--- src/rtl/count_tick_pkg.sv ---
// -----------------------------------------------------------------------------
// count_tick_pkg
//   Shared definitions for the enable-tick generator: the FSM state encoding
//   and the default widths of the divide and burst-length fields.
// -----------------------------------------------------------------------------
package count_tick_pkg;

    localparam int DEF_DIV_W   = 8;
    localparam int DEF_BURST_W = 4;

    typedef enum logic [1:0] {
        IDLE = 2'd0,
        RUN  = 2'd1,
        DONE = 2'd2
    } state_t;

endpackage : count_tick_pkg

--- src/rtl/count_tick_gen_prescaler.sv ---
// -----------------------------------------------------------------------------
// tick_prescaler
//   Free-running prescale counter that restarts whenever it reaches the
//   divide value. It flags the cycle where presc == div.
// Ports
//   clock  in   rising-edge clock
//   reset  in   asynchronous active-high reset (presc -> 0)
//   clear  in   force presc to 0 at the next edge (has priority over run)
//   run    in   advance the prescaler this edge
//   div    in   divide value; period is div+1 edges
//   tick   out  combinational, high when presc == div
// -----------------------------------------------------------------------------
module tick_prescaler #(
    parameter int DIV_W = 8
) (
    input  logic             clock,
    input  logic             reset,
    input  logic             clear,
    input  logic             run,
    input  logic [DIV_W-1:0] div,
    output logic             tick
);

    logic [DIV_W-1:0] presc_q;
    logic [DIV_W-1:0] presc_d;

    assign tick = (presc_q == div);

    // presc is restarted on every tick, so it never exceeds div and
    // never wraps.
    always_comb begin
        presc_d = presc_q;
        if (clear) begin
            presc_d = '0;
        end else if (run) begin
            if (tick) begin
                presc_d = '0;
            end else begin
                presc_d = presc_q + DIV_W'(1);
            end
        end
    end

    always_ff @(posedge clock or posedge reset) begin
        if (reset) begin
            presc_q <= '0;
        end else begin
            presc_q <= presc_d;
        end
    end

endmodule : tick_prescaler

--- src/rtl/count_tick_gen.sv ---
// -----------------------------------------------------------------------------
// count_tick_gen
//   Programmable enable-tick generator for a counter stage. Divides the clock
//   by cfg_div+1 and emits one-cycle enable pulses, either continuously
//   (cfg_burst == 0) or as a burst of cfg_burst pulses followed by a done
//   pulse. Configuration is loaded by a valid/ready handshake in IDLE.
// Ports
//   clock      in   rising-edge clock
//   reset      in   asynchronous active-high reset
//   cfg_valid  in   configuration offer
//   cfg_ready  out  high in IDLE; config taken when cfg_valid & cfg_ready
//   cfg_div    in   divide value (tick period = cfg_div+1 cycles)
//   cfg_burst  in   burst length, 0 = continuous
//   start      in   start generation (only honoured in IDLE)
//   stop       in   abort generation (wins over start, ignored in DONE)
//   enable     out  registered one-cycle tick
//   busy       out  registered, high while in RUN or DONE
//   done       out  registered one-cycle pulse after the last burst tick
// -----------------------------------------------------------------------------
module count_tick_gen
    import count_tick_pkg::*;
#(
    parameter int DIV_W   = DEF_DIV_W,
    parameter int BURST_W = DEF_BURST_W
) (
    input  logic               clock,
    input  logic               reset,
    input  logic               cfg_valid,
    output logic               cfg_ready,
    input  logic [DIV_W-1:0]   cfg_div,
    input  logic [BURST_W-1:0] cfg_burst,
    input  logic               start,
    input  logic               stop,
    output logic               enable,
    output logic               busy,
    output logic               done
);

    state_t               state_q,     state_d;
    logic [DIV_W-1:0]     div_q,       div_d;
    logic [BURST_W-1:0]   burst_q,     burst_d;
    logic [BURST_W-1:0]   remaining_q, remaining_d;
    logic                 enable_q,    enable_d;
    logic                 busy_q,      busy_d;
    logic                 done_q,      done_d;

    logic                 cfg_hs;
    logic                 start_ok;
    logic                 tick;
    logic                 presc_clear;
    logic                 presc_run;
    logic                 last_tick;

    assign cfg_ready = (state_q == IDLE);
    assign cfg_hs    = cfg_valid & cfg_ready;
    assign start_ok  = start & ~stop;

    // The prescaler only counts in RUN; it is held at zero elsewhere and
    // cleared on stop so a later start always begins a fresh period.
    assign presc_run   = (state_q == RUN);
    assign presc_clear = (state_q != RUN) | stop;

    tick_prescaler #(
        .DIV_W (DIV_W)
    ) u_prescaler (
        .clock (clock),
        .reset (reset),
        .clear (presc_clear),
        .run   (presc_run),
        .div   (div_q),
        .tick  (tick)
    );

    // Final tick of a finite burst: remaining never drops below 1.
    assign last_tick = tick & (burst_q != '0) & (remaining_q == BURST_W'(1));

    // ---------------------------------------------------------------- state
    always_ff @(posedge clock or posedge reset) begin
        if (reset) begin
            state_q     <= IDLE;
            div_q       <= '0;
            burst_q     <= '0;
            remaining_q <= '0;
            enable_q    <= 1'b0;
            busy_q      <= 1'b0;
            done_q      <= 1'b0;
        end else begin
            state_q     <= state_d;
            div_q       <= div_d;
            burst_q     <= burst_d;
            remaining_q <= remaining_d;
            enable_q    <= enable_d;
            busy_q      <= busy_d;
            done_q      <= done_d;
        end
    end

    // ----------------------------------------------------------- next state
    always_comb begin
        state_d = state_q;
        case (state_q)
            IDLE: if (start_ok) state_d = RUN;
            RUN: begin
                if (stop) begin
                    state_d = IDLE;
                end else if (last_tick) begin
                    state_d = DONE;
                end
            end
            DONE:    state_d = IDLE;
            default: state_d = IDLE;
        endcase
    end

    // --------------------------------------------------- outputs / datapath
    always_comb begin
        div_d       = div_q;
        burst_d     = burst_q;
        remaining_d = remaining_q;
        enable_d    = 1'b0;
        done_d      = 1'b0;
        case (state_q)
            IDLE: begin
                if (cfg_hs) begin
                    div_d   = cfg_div;
                    burst_d = cfg_burst;
                end
                // A handshake in the same cycle as start supplies the burst.
                if (start_ok) begin
                    remaining_d = cfg_hs ? cfg_burst : burst_q;
                end
            end
            RUN: begin
                if (!stop && tick) begin
                    enable_d = 1'b1;
                    if (burst_q != '0) begin
                        remaining_d = remaining_q - BURST_W'(1);
                    end
                end
            end
            DONE:    done_d = 1'b1;
            default: ;
        endcase
        busy_d = (state_d != IDLE);
    end

    assign enable = enable_q;
    assign busy   = busy_q;
    assign done   = done_q;

endmodule : count_tick_gen

--- config.mk ---
export PLATFORM = sky130hd
export DESIGN_NAME = count_tick_gen
export DESIGN_NICKNAME = d
export VERILOG_FILES = /design/src/rtl/count_tick_pkg.sv /design/src/rtl/count_tick_gen_prescaler.sv /design/src/rtl/count_tick_gen.sv
export SDC_FILE = /design/constraint.sdc
export NUM_CORES = 1
export LEC_CHECK = 0
export BUFFER_PORTS_ARGS = -buffer_cell sky130_fd_sc_hd__buf_2
export CORE_MARGIN = 1
export CORE_UTILIZATION = 43
export DETAILED_ROUTE_END_ITERATION = 16
export GPL_ROUTABILITY_DRIVEN = 0
export PLACE_DENSITY = 0.63
export SYNTH_ARGS = -nofsm -noshare
export SYNTH_HDL_FRONTEND = slang
export SYNTH_SLANG_ARGS = --single-unit
--- constraint.sdc ---
create_clock -name clock -period 1.85 [get_ports clock]
set_input_delay 0.185 -clock clock [delete_from_list [all_inputs] [get_ports clock]]
set_output_delay 0.185 -clock clock [all_outputs]
set_load 0.02 [all_outputs]
== Word-level counts from Yosys, hierarchy flattened ==
Cells that the tools add are included.
Word-level totals
  output and inout port bits: 4
  bits in registers: 29
  input port bits: 17
Operators by class
  bitwise logic cells: 6
  reduce and logical (&&, ||, !) cells: 9
  mux-type cells: 15
  add/subtract/negate cells: 2
  equal/unequal tests: 8
Operators with widths (count)
  8-bit 2-to-1 mux: 3
  4-bit 2-to-1 mux: 4
  8-bit by 1-bit adder with 8-bit output, second input constant: 1
  8-bit equality test: 1
  2-bit by 1-bit inequality test with 1-bit output, second input constant: 4
  4-bit case mux with 2 select lines: 1
  2-bit 2-to-1 mux: 3
  2-bit nonzero test: 3
  1-bit AND: 4
  4-bit by 1-bit equality test with 1-bit output, second input constant: 1
  2-bit case mux with 2 select lines: 1
  4-bit AND reduction: 1
  4-bit nonzero test: 1
  4-bit by 1-bit subtractor with 4-bit output, second input constant: 1
  1-bit 2-to-1 mux: 3
  2-bit by 1-bit equality test with 1-bit output, second input constant: 1
  2-bit equality test, second input constant: 1
  2-bit zero test: 1
  2-bit AND reduction: 1
  1-bit logical AND: 1
  1-bit zero test: 1
  1-bit NOT: 1
  1-bit OR: 1

== Longest topological paths before layout ==
Gate-level depths: netlist (run 1).
  depth in word-level cells: 7
  depth in mapped cells: 6
  depth with buffers taken out: 5

== Modules after synthesis ==
Synthesis (run 1) repeated with hierarchy kept, for this count alone.
Second synthesis, totals
  cells, all modules: 131
  area, all modules: 1455.1 um^2
Modules (own cells, without submodules)
  count_tick_gen: times used 1, cells an instance 74, seq. area each 525.5 um^2, area each 933.4 um^2
  tick_prescaler: times used 1, cells an instance 57, seq. area each 200.2 um^2, area each 521.8 um^2

== Least setup slack after synthesis (run 1) ==
No wires, ideal clock.
  kind: register -> register
  start point: register state_q[1]
  end point: register burst_q[0]
  slack: 0.100 ns
  cell stages (with the launch flop): 6
  data arrival time: 1.625 ns
  period minus slack after synthesis: 1.750 ns
  path buffers: 2
  data required time: 1.725 ns
  cell sequence: dfrtp_1 buf_6 nor2_1 and2_1 buf_2 mux2_2
On the way
  longest elaborated chain between the ends: 3
RTL lines
  start: declaration: line count_tick_gen.sv:39  | state_t state_q, state_d;
  start signal: assignment: line count_tick_gen.sv:88  | state_q <= state_d;
  2-bit zero test *: line count_tick_gen.sv:54  | assign cfg_ready = (state_q == IDLE);
  net cfg_ready: line count_tick_gen.sv:29  | output logic cfg_ready,
  1-bit AND: line count_tick_gen.sv:55  | assign cfg_hs = cfg_valid & cfg_ready;
  4-bit 2-to-1 mux
  end signal: assignment: line count_tick_gen.sv:90  | burst_q <= burst_d;
  end: declaration: line count_tick_gen.sv:41  | logic [BURST_W-1:0] burst_q, burst_d;
The timed path passes the listed nets; every way through them passes the cells marked *.
A chain may end at the register's enable or synchronous reset.

== Worst setup path after layout (run 1) ==
  start point: register u_prescaler.presc_q[0]
  end point: register remaining_q[0]
On the way
  longest elaborated chain between the ends: 4
RTL lines
  start: declaration: line count_tick_gen_prescaler.sv:24  | logic [DIV_W-1:0] presc_q;
  start signal: assignment: line count_tick_gen_prescaler.sv:48  | presc_q <= presc_d;
  8-bit equality test: line count_tick_gen_prescaler.sv:27  | assign tick = (presc_q == div);
  1-bit logical AND: line count_tick_gen.sv:134  | if (!stop && tick) begin
  2-bit by 1-bit inequality test with 1-bit output (no line)
  4-bit AND reduction (no line)
  end signal: assignment: line count_tick_gen.sv:91  | remaining_q <= remaining_d;
  end: declaration: line count_tick_gen.sv:42  | logic [BURST_W-1:0] remaining_q, remaining_d;
Every way passes these cells.

==> impl.org, run 1 <==
** Outcome
- The flow ran to the end, and the final reports show no timing, DRC or antenna violations.

** Critical path
- Buffers & Inverters on Critical Path :: 0
- Of all nets on the critical path, the largest fanout is 5.
- Nature of the critical path startpoint :: register
- The critical path is of the register to register type.
- Critical Path End Type :: register
- Traced cell by cell, the critical path runs through xor2_1 -> nor4_4 -> nand2_2 -> o31ai_4 -> mux2i_1.
- Crit path max-delay cell type :: sky130_fd_sc_hd__dfrtp_1
- Worst path required time :: 2.11 ns
- Endpoint arrival time on the critical path :: 1.99 ns
- Crit-path max cell delay :: 0.44 ns
- In this design, the largest share of critical-path delay is due to simple AND/OR/NAND/NOR gates.

** Placement
- Prior to clock tree synthesis, the placed netlist has a worst setup slack of 0.120 ns.
- Detailed placement finished with a half-perimeter wire length of 2040 µm.
- Post-DP Area :: 1630 µm²
- Input and output buffers added on the ports amount to 20.

** Die
- FP Rows :: 20
- The die is 60.5 µm wide.
- The floorplan step set the die height to 60.5 µm.
- Overall die area :: 3660 µm²
- Top-level I/O count :: 21
- The initial utilization of the core area, before any placement, comes to 0.467.
- The core region is 3150 µm².

** Yosys
- Of the synthesized area, sequential elements account for 0.493.
- Post-synth top cells :: 29 x sky130_fd_sc_hd__dfrtp_1, 15 x sky130_fd_sc_hd__nor2_1, 9 x sky130_fd_sc_hd__mux2_2, 8 x sky130_fd_sc_hd__nand2_1, 7 x sky130_fd_sc_hd__xor2_1
- sky130_fd_sc_hd__dfrtp_1 is the most common cell in the netlist.
- Parity-gate share of the synthesized area counting xor and xnor cells :: 0.0986
- Multiplexer fraction of the synthesized cell area :: 0.0978
- For this run, the number of Yosys warnings is 0.
- The area fraction in compound gates after synthesis was 0.0706.
- Synthesized flop and latch total :: 29
- Share of synthesized cell area in and, or, nand and nor gates :: 0.181
- The mapped netlist covers 1470 µm².
- In this run, synthesis inferred 0 flip-flops with an integrated enable.
- Top area cells in the synthesized netlist :: sky130_fd_sc_hd__dfrtp_1 49%, sky130_fd_sc_hd__mux2_2 6.9%, sky130_fd_sc_hd__xor2_1 4.2%
- Most used DFF post-synth :: sky130_fd_sc_hd__dfrtp_1
- The share of synthesized area in the top cell type comes to 0.493.
- Of the total synthesized cell area, the portion taken by full adders, half adders and majority gates is 0.0255.
- After technology mapping, the gate count stands at 126.
- A synthesized cell averages 11.7 µm².
- Summed over all instances, the cell type with the most area after synthesis is sky130_fd_sc_hd__dfrtp_1.
- Counting flops with an async set or reset pin after synthesis yields a share of 1.00.
- The number of nets handed over by synthesis was 146.
- The netlist uses 36 different library cells.
- Dominant combinational cell family by area after synthesis :: simple AND/OR/NAND/NOR gates

** STA
- Worst-margin pin slew :: 0.546 ns
- In the final timing run, aggregate negative setup slack is 0 ns.
- Setup repair after global routing left no endpoint under its margin.
- For the final database, setup skew stands at 0.00689 ns.
- Highest clock rate :: 576 MHz
- Headroom to the max-slew limit :: 0.633
- Hold Vio Cnt, Final :: 0
- Setup ws final :: 0.114 ns
- Across all hold checks on the routed design, the worst slack comes to 0.0762 ns.
- Final slew viol count :: 0
- Ratio of final minimum period to clock period :: 0.938
- The routed design could run at a clock period as short as 1.74 ns.
- Total setup violations reported at the end of the flow :: 0

** GRT
- Largest net degree at the start of global routing :: 30
- Vias in the first global route :: 1021
- The first global-routing pass estimated 4600 µm of wire.
- Combined global-route utilization of all metal layers :: 0.178
- Number of antenna violations at the first check in global routing :: 0
- Residual overflow from global routing :: 0

** Clock network
- TritonCTS built the clock tree.
- In this run, post-CTS repair resized a total of 0 instances.
- Clock Tree Root :: sky130_fd_sc_hd__clkbuf_4
- CTS built an H-tree with a depth of 2.
- CTS Sinks :: 29
- The number of setup buffers added after CTS is 0.
- Clock network latency to the later pin of the worst-skew pair :: 0.33 ns
- Number of buffers inserted during clock tree synthesis :: 5
- Maximum buffer depth of the clock tree :: 2
- Clk pin slew, worst setup/hold paths :: 0.09 ns
- CTS hold repair buffers :: 1

** Power
- For this design the static power due to leakage is 0.756 nW.
- For this design the ratio of total power to cell area is 890 nW/µm².
- Across the VDD grid, the largest voltage drop is 0.000440 V.
- The internal portion of the total power is 1.05 mW.
- Of the total power, the share spent switching nets is 0.303.
- Sw power :: 457 µW
- Part of the power in registers :: 0.536
- Gate power share :: 0.209
- Part of the total power dissipated in the clock network :: 0.256

** Drt
- After the first detailed-routing iteration, the DRC count stood at 23.
- Across all layers, the routed design uses 1004 vias.
- The routed design has 2740 µm of wire.
- Number of detailed-route iterations in the first pass :: 4
- Dividing the detail-routed via count by the number of cells gives 5.05.
- Post-detailed-route wirelength per cell :: 13.8 µm
- DRC violations left :: 0
- Once detail routing completed, the nets flagged for antenna violations numbered 0.

** Layout
- Layout filler cell count :: 293
- The number of antenna diodes in the final layout is 0.
- In the final layout, the share of cells above drive strength 1 is 0.316.
- Across the whole layout, storage elements account for 726 µm².
- In the final layout, the multi-input gates occupy 697 µm².
- Summing all non-filler instances in the final layout gives an area of 1690 µm².
- At the end of the flow the core is filled with cells to 0.537.
- In the final design database the tool counted 175 nets.
- Area grow syn2layout :: 15.0%

** Job
- Max_cap viols :: 0

** Worst hold path
- The worst hold path belongs to the class primary input to register.
==> worst reg2reg max path, delay by kind of cell, from the launching register on <==
family	cells	cell delay (ns)
XOR/XNOR	1	0.20
AO/OA/AOI/OAI	1	0.35
flip-flops	1	0.44
multiplexers	1	0.22
AND/OR/NAND/NOR	2	0.45
==> cell type report <==
type                       instances  area share
inverter                           5      0.0111
clock buffer                       7      0.0325
tap                               44      0.0325
multi-input combinational         89       0.412
sequential                        29       0.429
timing repair buffer              25      0.0828
==> logic make-up after synthesis <==
| family | Yosys count |
|---|---|
| buffers and inverters | 8 |
| muxes | 13 |
| AOI/OAI and AO/OA | 14 |
| DFF | 29 |
| and+or+nand+nor | 45 |
| adders and majority gates | 3 |
| xor gates and xnor gates | 14 |
==> layer usage <==
metal,vias to the layer above,GRT usage,share of wire
met5,-,0,0
met4,0,0.0682,0.014
met3,5,0.0640,0.046
met2,24,0.278,0.47
met1,480,0.228,0.47
li1,495,-,-
==> state kept, by name (all words and copies together) (netlist names) <==
register	count
burst_q	4
enable	1
busy	1
state_q	2
u_prescaler.presc_q	8
done	1
remaining_q	4
div_q	8
==> per-stage QoR <==
stage | instances | power [mW]
after floorplan | 126 | 1.04
after global placement | 191 | 1.12
after detailed placement | 191 | 1.13
after CTS | 199 | 1.52
after global routing | 199 | 1.60
final | 199 | 1.51
==> worst paths after layout <==
check                           slack (ns)  cells past startpoint             end                   start
worst min register to register        0.54                      1        div_q[7]                div_q[7]
worst max register to register        0.11                      5  remaining_q[0]  u_prescaler.presc_q[0]
worst max-delay path                  0.11                      5  remaining_q[0]  u_prescaler.presc_q[0]
worst min-delay path                  0.08                      2        div_q[4]              cfg_div[4]
max in group asynchronous             1.11                      4        div_q[3]                   reset
min in group asynchronous             0.47                      4  remaining_q[2]                   reset
==> layout by cell type, fill, tap and decap left out, types with 5 or more instances in the layout <==
cell                       netlist  layout
sky130_fd_sc_hd__dfrtp_1        29      29
sky130_fd_sc_hd__buf_2           1      20
sky130_fd_sc_hd__nor2_1         15      15
sky130_fd_sc_hd__xor2_1          7       7
sky130_fd_sc_hd__inv_1           5       5
sky130_fd_sc_hd__mux2_2          9       9
sky130_fd_sc_hd__clkbuf_4        0       5
sky130_fd_sc_hd__nand2_1         8       8
==> power groups by stage <==
stage	clock network, mW	logic [mW]	registers (mW)
3_5_place_dp	0	0.313	0.819
3_3_place_gp	0	0.304	0.814
5_1_grt	0.429	0.349	0.820
6_report	0.385	0.314	0.807
4_1_cts	0.396	0.317	0.805
2_1_floorplan	0	0.246	0.794
(Power assumes the default switching activity.)
==> inputs of run 2 (changes only) <==
==> constraint.sdc (replaced) <==
create_clock -name clock -period 1.85 [get_ports clock]
set_input_delay 0.37 -clock clock [delete_from_list [all_inputs] [get_ports clock]]
set_output_delay 0.37 -clock clock [all_outputs]
set_load 0.02 [all_outputs]
==> impl.org, run 2 (synthesis results as in run 1) <==
** Drt
- Detailed-route via count :: 999
- In the final routed layout, each cell accounts on average for 13.7 µm.
- Total Wirelength :: 2720 µm
- The first detailed-routing pass took 4 iterations.
- Initial DRC count :: 28
- Vias per cell :: 5.05
- DRC violations left :: 0
- The count of nets left with antenna violations once routing finished came out at 0.

** STA
- Total setup violations reported at the end of the flow :: 0
- Period minus WS final :: 1.74 ns
- Hold Vio Cnt, Final :: 0
- In this run the tightest slew margin relative to its limit is 0.634.
- Highest clock rate :: 576 MHz
- Hold is met by 0.0888 ns.
- Ratio of final minimum period to clock period :: 0.938
- Worst-margin pin slew :: 0.545 ns
- After routing, the total negative slack on setup checks comes to 0 ns.
- Setup repair after global routing left no endpoint under its margin.
- Post-route clock skew :: 0.00694 ns
- Final slew viol count :: 0

** Critical path
- STA classifies the critical path startpoint as a register.
- The worst setup path is captured at a register.
- Crit Path Category :: register to register
- In this run the worst path has a maximum fanout of 5.
- For this run, the slowest stage of the critical path takes 0.44 ns.
- For this design, the slowest cell found on the critical path is sky130_fd_sc_hd__dfrtp_1.
- At the worst endpoint, the required time is 2.11 ns.
- Worst path cell trace :: xor2_1 -> nor4_4 -> nand2_2 -> o31ai_4 -> mux2i_1
- Endpoint arrival time on the critical path :: 1.99 ns

** Clock network
- In this run the clock root is driven by a sky130_fd_sc_hd__clkbuf_4.
- TritonCTS built the clock tree.
- CTS hold repair buffers :: 0
- CTS Sinks :: 29
- Depth of the CTS H-tree :: 2
- No sink is reached through more buffers than the 2 on the longest clock path.
- Clock latency on the worst-skew pair, taken at its later pin, is 0.33 ns.
- Total of cells resized after clock tree synthesis :: 0
- Number of buffers inserted during clock tree synthesis :: 5
- Post-CTS setup buffer count :: 0
- After clock tree synthesis, the clock-pin slew on the worst setup and hold paths is 0.09 ns.

** Die
- Die span in y :: 60.5 µm
- Top-level I/O count :: 21
- FP Rows :: 20
- Initial core utilization :: 0.467
- The die covers 3660 µm².
- Die span in x :: 60.5 µm
- After floorplanning, the core was sized to cover 3150 µm².

** Layout
- Layout filler cell count :: 294
- The library cell used most frequently in the layout, excluding fill and tap cells, is sky130_fd_sc_hd__dfrtp_1.
- In the final design database the tool counted 174 nets.
- Largest registers ranked by flip-flop count :: div_q: 8 flops, u_prescaler.presc_q: 8 flops
- In the final layout, the multi-input gates occupy 697 µm².
- Number of antenna diodes :: 0
- The area growth from synthesis to layout is 14.3%.
- After the flow finishes, the layout carries non-filler instances totaling 198.
- The finished cells cover 1680 µm².
- Share of layout cells above drive strength 1 :: 0.318
- Total area of sequential cells :: 726 µm²
- Most frequent cells in the layout :: 29 x sky130_fd_sc_hd__dfrtp_1, 20 x sky130_fd_sc_hd__buf_2, 15 x sky130_fd_sc_hd__nor2_1

** Power
- For this design the ratio of total power to cell area is 895 nW/µm².
- Gate power share :: 0.207
- P_int :: 1.05 mW
- For this design the static power due to leakage is 0.752 nW.
- The worst-case IR drop observed on VDD is 0.000440 V.
- The share of total power dissipated in the clock network is 0.256.
- Of the total power, the share spent switching nets is 0.304.
- Total power for the finished layout comes to 1.50 mW.
- Of the total power, registers draw 0.536.
- Sw power :: 457 µW

** Job
- Across the run, the number of max-cap violations was 0.

** Outcome
- The flow ran to the end, and the final reports show no timing, DRC or antenna violations.

** Placement
- Post-DP Area :: 1630 µm²
- The number of placed instances, taps included, is 191.
- Hpwl dp :: 2040 µm
- Port buffering added 20 buffers.

** GRT
- Vias in the first global route :: 1010
- Global-route wire length before repair :: 4550 µm
- Entering global routing, the biggest net connects 30 pins.
- The initial antenna violation count is 0.
- Combined global-route utilization of all metal layers :: 0.177
- For this run the aggregate overflow at the end of global routing stands at 0.

** Worst hold path
- Type of the tightest min-delay check :: primary input to async pin
==> run 2: changes by cell type in the layout (fill, tap and decap cells not counted) <==
cell and change:
sky130_fd_sc_hd__dlygate4sd3_1 -1
==> run 2: routing by layer <==
metal	vias to the layer above	GRT usage	share of wire
met5	-	0	0
met4	0	0.0682	0.014
li1	492	-	-
met3	5	0.0640	0.046
met2	22	0.273	0.47
met1	480	0.228	0.47
==> run 2: final timing paths <==
check	from	end	slack, ns	cells after the start
worst max-delay path	u_prescaler.presc_q[0]	remaining_q[0]	0.11	5
worst min-delay path	reset	remaining_q[2]	0.09	3
worst max register to register	u_prescaler.presc_q[0]	remaining_q[0]	0.11	5
worst min register to register	div_q[7]	div_q[7]	0.54	1
max in group asynchronous	reset	div_q[3]	1.49	3
min in group clock	cfg_div[4]	div_q[4]	0.26	2
==> run 2: worst max-delay path: cells and delay by family (launching register included) <==
family / cells / cell delay, ns
AOI/OAI and AO/OA: 1 / 0.35
xor gates and xnor gates: 1 / 0.20
DFF: 1 / 0.44
muxes: 1 / 0.22
and+or+nand+nor: 2 / 0.45
==> run 2: final cells by class <==
cell class,count,share of cell area
Clock buffer,7,0.0327
Inverter,5,0.0112
Multi-Input combinational cell,89,0.414
Sequential cell,29,0.432
Tap cell,44,0.0327
Timing Repair Buffer,24,0.0774
==> run 2: power groups by stage <==
stage | logic, mW | registers, mW | clock network, mW
final | 0.312 | 0.807 | 0.386
after global routing | 0.347 | 0.820 | 0.429
after CTS | 0.315 | 0.805 | 0.396
after detailed placement | 0.313 | 0.819 | 0
after global placement | 0.304 | 0.814 | 0
after floorplan | 0.246 | 0.794 | 0
==> run 2: per-stage QoR <==
| step | util | setup slack [ns] |
|---|---|---|
| after floorplan | - | 0.0997 |
| after global placement | 0.516 | 0.167 |
| after detailed placement | 0.516 | 0.120 |
| after CTS | 0.533 | 0.0967 |
| after global routing | 0.533 | 0.00638 |
| final | 0.533 | 0.114 |
